File: src/rtl/known_ch_table.sv
// Known cluster-head table: learns CH adverts (ID, hops, Q), keeps at most the
// heartbeat-granted number of entries, and reports the best CH and hop distance.
module known_ch_table #(
  parameter int WORD_WIDTH = 16,
  parameter int MAX_CH     = 8
) (
  input  logic                  clk,
  input  logic                  nrst,
  input  logic                  en_KCH,
  input  logic                  HB_reset,
  input  logic [WORD_WIDTH-1:0] HB_CHlimit,
  input  logic [WORD_WIDTH-1:0] fCH_ID,
  input  logic [WORD_WIDTH-1:0] fCH_Hops,
  input  logic [WORD_WIDTH-1:0] fCH_QValue,
  output logic [WORD_WIDTH-1:0] chosenCH,
  output logic [WORD_WIDTH-1:0] hopsfromCH,
  output logic [1:0]            dbg_state
);

  localparam int IW = (MAX_CH > 1) ? $clog2(MAX_CH) : 1;
  localparam logic [WORD_WIDTH-1:0] NONE = '1;

  typedef enum logic [1:0] {ST_IDLE = 2'd0, ST_UPDATE = 2'd1, ST_SELECT = 2'd2} state_t;

  // Handshake: en_KCH is a one-cycle strobe accepted only in ST_IDLE; strobes
  // seen while the FSM is busy are dropped, HB_reset always wins and aborts.
  state_t                state_q, state_d;
  logic [MAX_CH-1:0]     valid_q, valid_d;
  logic [WORD_WIDTH-1:0] id_q   [MAX_CH];
  logic [WORD_WIDTH-1:0] id_d   [MAX_CH];
  logic [WORD_WIDTH-1:0] hops_q [MAX_CH];
  logic [WORD_WIDTH-1:0] hops_d [MAX_CH];
  logic [WORD_WIDTH-1:0] qv_q   [MAX_CH];
  logic [WORD_WIDTH-1:0] qv_d   [MAX_CH];
  logic [WORD_WIDTH-1:0] limit_q, limit_d;
  logic [WORD_WIDTH-1:0] cap_id_q, cap_id_d;
  logic [WORD_WIDTH-1:0] cap_hops_q, cap_hops_d;
  logic [WORD_WIDTH-1:0] cap_qv_q, cap_qv_d;
  logic [WORD_WIDTH-1:0] chosen_q, chosen_d;
  logic [WORD_WIDTH-1:0] hopsout_q, hopsout_d;

  logic [WORD_WIDTH-1:0] eff_limit, count;
  logic                  match_found, free_found, min_found, best_found;
  logic [IW-1:0]         match_idx, free_idx, min_idx, best_idx;
  logic [WORD_WIDTH-1:0] min_qv, best_qv, best_hops;

  // Table searches used by UPDATE (match/free/weakest) and SELECT (best).
  always_comb begin
    eff_limit   = (limit_q > WORD_WIDTH'(MAX_CH)) ? WORD_WIDTH'(MAX_CH) : limit_q;
    count       = '0;
    match_found = 1'b0;
    match_idx   = '0;
    free_found  = 1'b0;
    free_idx    = '0;
    min_found   = 1'b0;
    min_idx     = '0;
    min_qv      = '0;
    best_found  = 1'b0;
    best_idx    = '0;
    best_qv     = '0;
    best_hops   = '0;
    for (int i = 0; i < MAX_CH; i++) begin
      count = count + WORD_WIDTH'(valid_q[i]);
      if (!match_found && valid_q[i] && id_q[i] == cap_id_q) begin
        match_found = 1'b1;
        match_idx   = IW'(i);
      end
      if (!free_found && !valid_q[i]) begin
        free_found = 1'b1;
        free_idx   = IW'(i);
      end
      if (valid_q[i] && (!min_found || qv_q[i] < min_qv)) begin
        min_found = 1'b1;
        min_idx   = IW'(i);
        min_qv    = qv_q[i];
      end
      if (valid_q[i] && (!best_found || qv_q[i] > best_qv ||
                         (qv_q[i] == best_qv && hops_q[i] < best_hops))) begin
        best_found = 1'b1;
        best_idx   = IW'(i);
        best_qv    = qv_q[i];
        best_hops  = hops_q[i];
      end
    end
  end

  always_comb begin
    state_d    = state_q;
    valid_d    = valid_q;
    id_d       = id_q;
    hops_d     = hops_q;
    qv_d       = qv_q;
    limit_d    = limit_q;
    cap_id_d   = cap_id_q;
    cap_hops_d = cap_hops_q;
    cap_qv_d   = cap_qv_q;
    chosen_d   = chosen_q;
    hopsout_d  = hopsout_q;
    case (state_q)
      ST_IDLE: begin
        if (en_KCH && fCH_ID != NONE) begin
          cap_id_d   = fCH_ID;
          cap_hops_d = fCH_Hops;
          cap_qv_d   = fCH_QValue;
          state_d    = ST_UPDATE;
        end
      end
      ST_UPDATE: begin
        if (match_found) begin
          hops_d[match_idx] = cap_hops_q;
          qv_d[match_idx]   = cap_qv_q;
        end else if (count < eff_limit && free_found) begin
          valid_d[free_idx] = 1'b1;
          id_d[free_idx]    = cap_id_q;
          hops_d[free_idx]  = cap_hops_q;
          qv_d[free_idx]    = cap_qv_q;
        end else if (min_found && cap_qv_q > min_qv) begin
          id_d[min_idx]   = cap_id_q;
          hops_d[min_idx] = cap_hops_q;
          qv_d[min_idx]   = cap_qv_q;
        end
        state_d = ST_SELECT;
      end
      ST_SELECT: begin
        if (best_found) begin
          chosen_d  = id_q[best_idx];
          hopsout_d = (best_hops == NONE) ? NONE : best_hops + 1'b1;
        end else begin
          chosen_d  = NONE;
          hopsout_d = NONE;
        end
        state_d = ST_IDLE;
      end
      default: state_d = ST_IDLE;
    endcase
    if (HB_reset) begin
      valid_d   = '0;
      limit_d   = HB_CHlimit;
      chosen_d  = NONE;
      hopsout_d = NONE;
      state_d   = ST_IDLE;
    end
  end

  always_ff @(posedge clk) begin
    if (nrst) begin
      state_q   <= ST_IDLE;
      valid_q   <= '0;
      limit_q   <= '0;
      chosen_q  <= NONE;
      hopsout_q <= NONE;
    end else begin
      state_q   <= state_d;
      valid_q   <= valid_d;
      limit_q   <= limit_d;
      chosen_q  <= chosen_d;
      hopsout_q <= hopsout_d;
    end
    // Payload storage is qualified by valid bits, so it needs no reset.
    id_q       <= id_d;
    hops_q     <= hops_d;
    qv_q       <= qv_d;
    cap_id_q   <= cap_id_d;
    cap_hops_q <= cap_hops_d;
    cap_qv_q   <= cap_qv_d;
  end

  assign chosenCH   = chosen_q;
  assign hopsfromCH = hopsout_q;
  assign dbg_state  = state_q;

endmodule

File: config.mk
export PLATFORM = sky130hd
export DESIGN_NAME = known_ch_table
export DESIGN_NICKNAME = d
export VERILOG_FILES = /design/src/rtl/known_ch_table.sv
export SDC_FILE = /design/constraint.sdc
export NUM_CORES = 2
export LEC_CHECK = 0
export ABC_AREA = 1
export ABC_CLOCK_PERIOD_IN_PS = 14570
export CAP_MARGIN = 20
export CORE_AREA = 2 2 407 288
export DETAILED_ROUTE_END_ITERATION = 6
export DIE_AREA = 0 0 409 290
export HOLD_SLACK_MARGIN = 0.1
export SLEW_MARGIN = 20
export SYNTH_ARGS = -nofsm -noshare
export SYNTH_HDL_FRONTEND = slang
export SYNTH_SLANG_ARGS = --single-unit
File: constraint.sdc
create_clock -name clk -period 14.57 [get_ports clk]
set_input_delay 3.6425 -clock clk [delete_from_list [all_inputs] [get_ports clk]]
set_output_delay 3.6425 -clock clk [all_outputs]
set_load 0.05 [all_outputs]
==> key figures <==
Run status
  • Run status: completed

Critical path
  • CP Class: reg2reg
  • Startpoint types: register
  • Worst path slowest cell: a2111oi_2
  • Crit path DAT: 14.41 ns
  • CP Data Required Time: 14.94 ns
  • Worst reg2reg path endpoint: qv_q[21]
  • Crit path to: qv_q[21]
  • Cell repeated most along the worst path: nand2_1
  • R2R Setup Slk: 0.52 ns
  • Reg2Reg Depth: 99
  • Worst path max stage delay: 0.40 ns
  • CP Capture Type: register
  • Crit Reg-Reg Startpoint: valid_q[0]
  • Worst setup startpoint: valid_q[0]
  • Crit-path max FO: 15

Global route
  • Initial antenna violation count: 3
  • Congestion Overflow GR: 0
  • Gr usage total: 20.1%
  • Global-route wire length before repair: 183 mm
  • Largest net degree at the start of global routing: 66
  • Vias in the first global route: 28.4k

Placed design
  • Port buffer count: 101
  • Pre-CTS WS: -0.971 ns
  • Cell total after placement: 6,136
  • Placed cell areas: 0.0390 sq mm
  • GPL Wtd Cong: 0.975
  • HPWL Detailed: 95.4 mm

Flow run
  • Max Cap Viol: 0

Synth
  • Synthesized flop and latch total: 490
  • Synth Area in Simple Gates: 27.2%
  • Synth async-reset ratio: 0%
  • Main combinational cell family by area after synthesis: simple AND/OR/NAND/NOR gates
  • EDFF count, synth: 432
  • Count leader, synth: nand2_1
  • Sequential cell area fraction in the yosys report: 41.3%
  • Mapped cell area: 0.0342 sq mm
  • Most frequent cells after synthesis: nand2_1 (1,222), nor2_1 (606), edfxtp_1 (432)
  • Leading area contributor after synthesis: edfxtp_1
  • Post-synthesis compound-gate area fraction: 10.7%
  • Post-synth top area share: 37.9%
  • Post-synthesis mux area share: 0%
  • Yosys Warn Count: 0
  • Yosys cell types: 60
  • Post-Syn Instances: 4,375
  • Main area contributors after synthesis: edfxtp_1 (38%), nand2_1 (13%), ha_1 (12%), nor2_1 (6.7%), o21ai_0 (4.8%)
  • Syn_nets: 4,780
  • XOR/XNOR share of the synthesized area: 1.49%
  • Syn avg cell area: 7.82 sq um
  • Synth Flop Type: edfxtp_1
  • Adder-Cell Fraction of Synth Area: 12.4%

STA
  • Fmax: 71.2 MHz
  • Setup_tns: 0 ns
  • Final WS setup: 0.524 ns
  • Final setup fails: 0
  • Worst-Margin Slew: 1.06 ns
  • Fin crit share: 96.4%
  • RSZ-0062 raised after global routing: true
  • Period minus WS final: 14.05 ns
  • Fin. Hold Viols: 0
  • Setup Skew: 0.0344 ns
  • Fin. max-slew vios: 0
  • Hold slack: 0.456 ns
  • Max_slew headroom: 29.6%

Worst hold path
  • Worst Hold Depth: 2
  • Hold Path Class: reg2reg

Floorplanning
  • DIE AREA: 0.119 sq mm
  • Height of the chip: 290 microns
  • Die W: 409 microns
  • Num ports: 102
  • Row count: 104
  • Initial Utilization: 29.9%
  • Core box area: 0.114 sq mm

Clock tree
  • Clock transition at path regs: 0.06 ns
  • CTS H-tree depth: 2
  • Maximum clock insertion buffer count: 3
  • CTS tree: built
  • Root Driver: clkbuf_16
  • Total CTS buffers: 58
  • CTS sink count: 490
  • Skew-Pair Late Insertion Delay: 0.67 ns

Detailed routing
  • Routed wire length: 128 mm
  • Via count: 32.0k
  • Final antenna-violating net count: 0
  • Drt via density: 5.08
  • Post-route DRC violation count: 0
  • First-pass DRT Iterations: 6
  • Iter 0 DRT Violations: 4,016
  • Wire per inst: 20.3 microns

Layout
  • Layout cells sized above 1: 15.1%
  • Nets: 5,124
  • Final core utilization: 37.4%
  • Fillcell total: 11.5k
  • Design area: 0.0428 sq mm
  • Area delta synth->final: 25.2%
  • Final Non-Filler Cells: 6,306

Power and ir drop
  • Sw frac: 26.2%
  • Worst VDD drop: 0.000107 V
  • Logic pwr share: 9.3%
  • Total Power: 3.38 mW
  • Lkg Pwr: 20.3 nW
  • Internal: 2.50 mW
  • Clk pwr share: 44.2%
  • Pwr/cell area: 79.0 mW/mm^2
  • Net Switching: 0.887 mW
  • Sequential share of power: 46.4%
## state kept, by name, indices dropped and copies added, names as in the netlist
name and cells:
hops_q 128, id_q 128, qv_q 128, cap_hops_q 16
cap_id_q 16, cap_qv_q 16, chosenCH 16, hopsfromCH 16
limit_q 16, valid_q 8, dbg_state 2
## cell usage in the layout (no fill, tap or decap), drive strengths merged, types with 5 or more instances in the layout
master | netlist | routed
dfxtp | 58 | 58
buf | 72 | 345
clkinvlp | 0 | 7
o21bai | 7 | 7
nand3 | 176 | 176
o2111ai | 7 | 7
clkbuf | 122 | 88
inv | 383 | 383
nor2 | 615 | 615
nand2 | 1247 | 1261
clkdlybuf4s50 | 0 | 101
a21oi | 168 | 168
nand4 | 55 | 55
a31oi | 8 | 8
ha | 333 | 333
xor2 | 52 | 52
nor3 | 44 | 44
nor3b | 7 | 7
clkinv | 13 | 41
a211oi | 22 | 22
nand3b | 20 | 20
or2 | 22 | 22
edfxtp | 432 | 432
o221ai | 7 | 7
o21a | 6 | 6
nor4 | 44 | 44
or4 | 5 | 5
o21ai | 367 | 367
a2111oi | 7 | 7
xnor2 | 6 | 6
o211ai | 35 | 35
## logic make-up after synthesis
group / Yosys count
flops: 490
compound gates: 654
simple gates: 2246
buf+inv: 590
xor+xnor: 58
fa+ha+maj: 337
## layout make-up
| class | instances | area [sq um] | share of cell area, % |
|---|---|---|---|
| diodes | 1 | 2.50 | 0.00584 |
| clock buffers | 70 | 1590 | 3.71 |
| inverters | 396 | 1500 | 3.51 |
| flip-flops and latches | 490 | 14100 | 33.0 |
| multi-input cells | 3309 | 18900 | 44.0 |
| clock inverters | 39 | 333 | 0.777 |
| well taps | 1537 | 1920 | 4.49 |
| repair buffers | 464 | 4480 | 10.5 |
## power groups by stage
stage / clock network, mW / logic (mW) / registers, mW
after floorplan: 0 / 0.166 / 1.58
after global placement: 0 / 0.291 / 1.60
after detailed placement: 0 / 0.294 / 1.60
after CTS: 1.52 / 0.296 / 1.57
after global routing: 1.57 / 0.344 / 1.57
final: 1.50 / 0.316 / 1.57
## worst min path at each step
stage / start / endpoint / slack [ns]
2_1_floorplan: limit_q[7] / limit_q[7] / 0.44
3_3_place_gp: limit_q[6] / limit_q[6] / 0.45
3_5_place_dp: limit_q[7] / limit_q[7] / 0.45
4_1_cts: limit_q[7] / limit_q[7] / 0.46
5_1_grt: limit_q[7] / limit_q[7] / 0.47
6_report: limit_q[7] / limit_q[7] / 0.46
## layer usage
layer	wire [microns]	global-route usage (%)	vias up
met5	13	0	-
met4	2380	4.01	2
met3	15200	4.80	120
met2	48400	25.6	1562
met1	61700	33.1	14900
li1	-	-	15500
## worst max-delay path: cells and delay by family (launching register included)
kind,cells,cell delay (ns)
AOI/OAI and AO/OA,23,3.73
DFF,1,0.37
adders and majority gates,8,2.26
and+or+nand+nor,49,4.33
buffers and inverters,19,2.97
## repair_timing
item                       CTS  global route
gates resized for setup     49           303
hold buffers                 0             0
pin swaps                    1            37
buffers inserted             1            24
setup endpoints to repair  416           416
gates cloned                 0            35
Note: power is estimated with default switching activity, not from simulation.
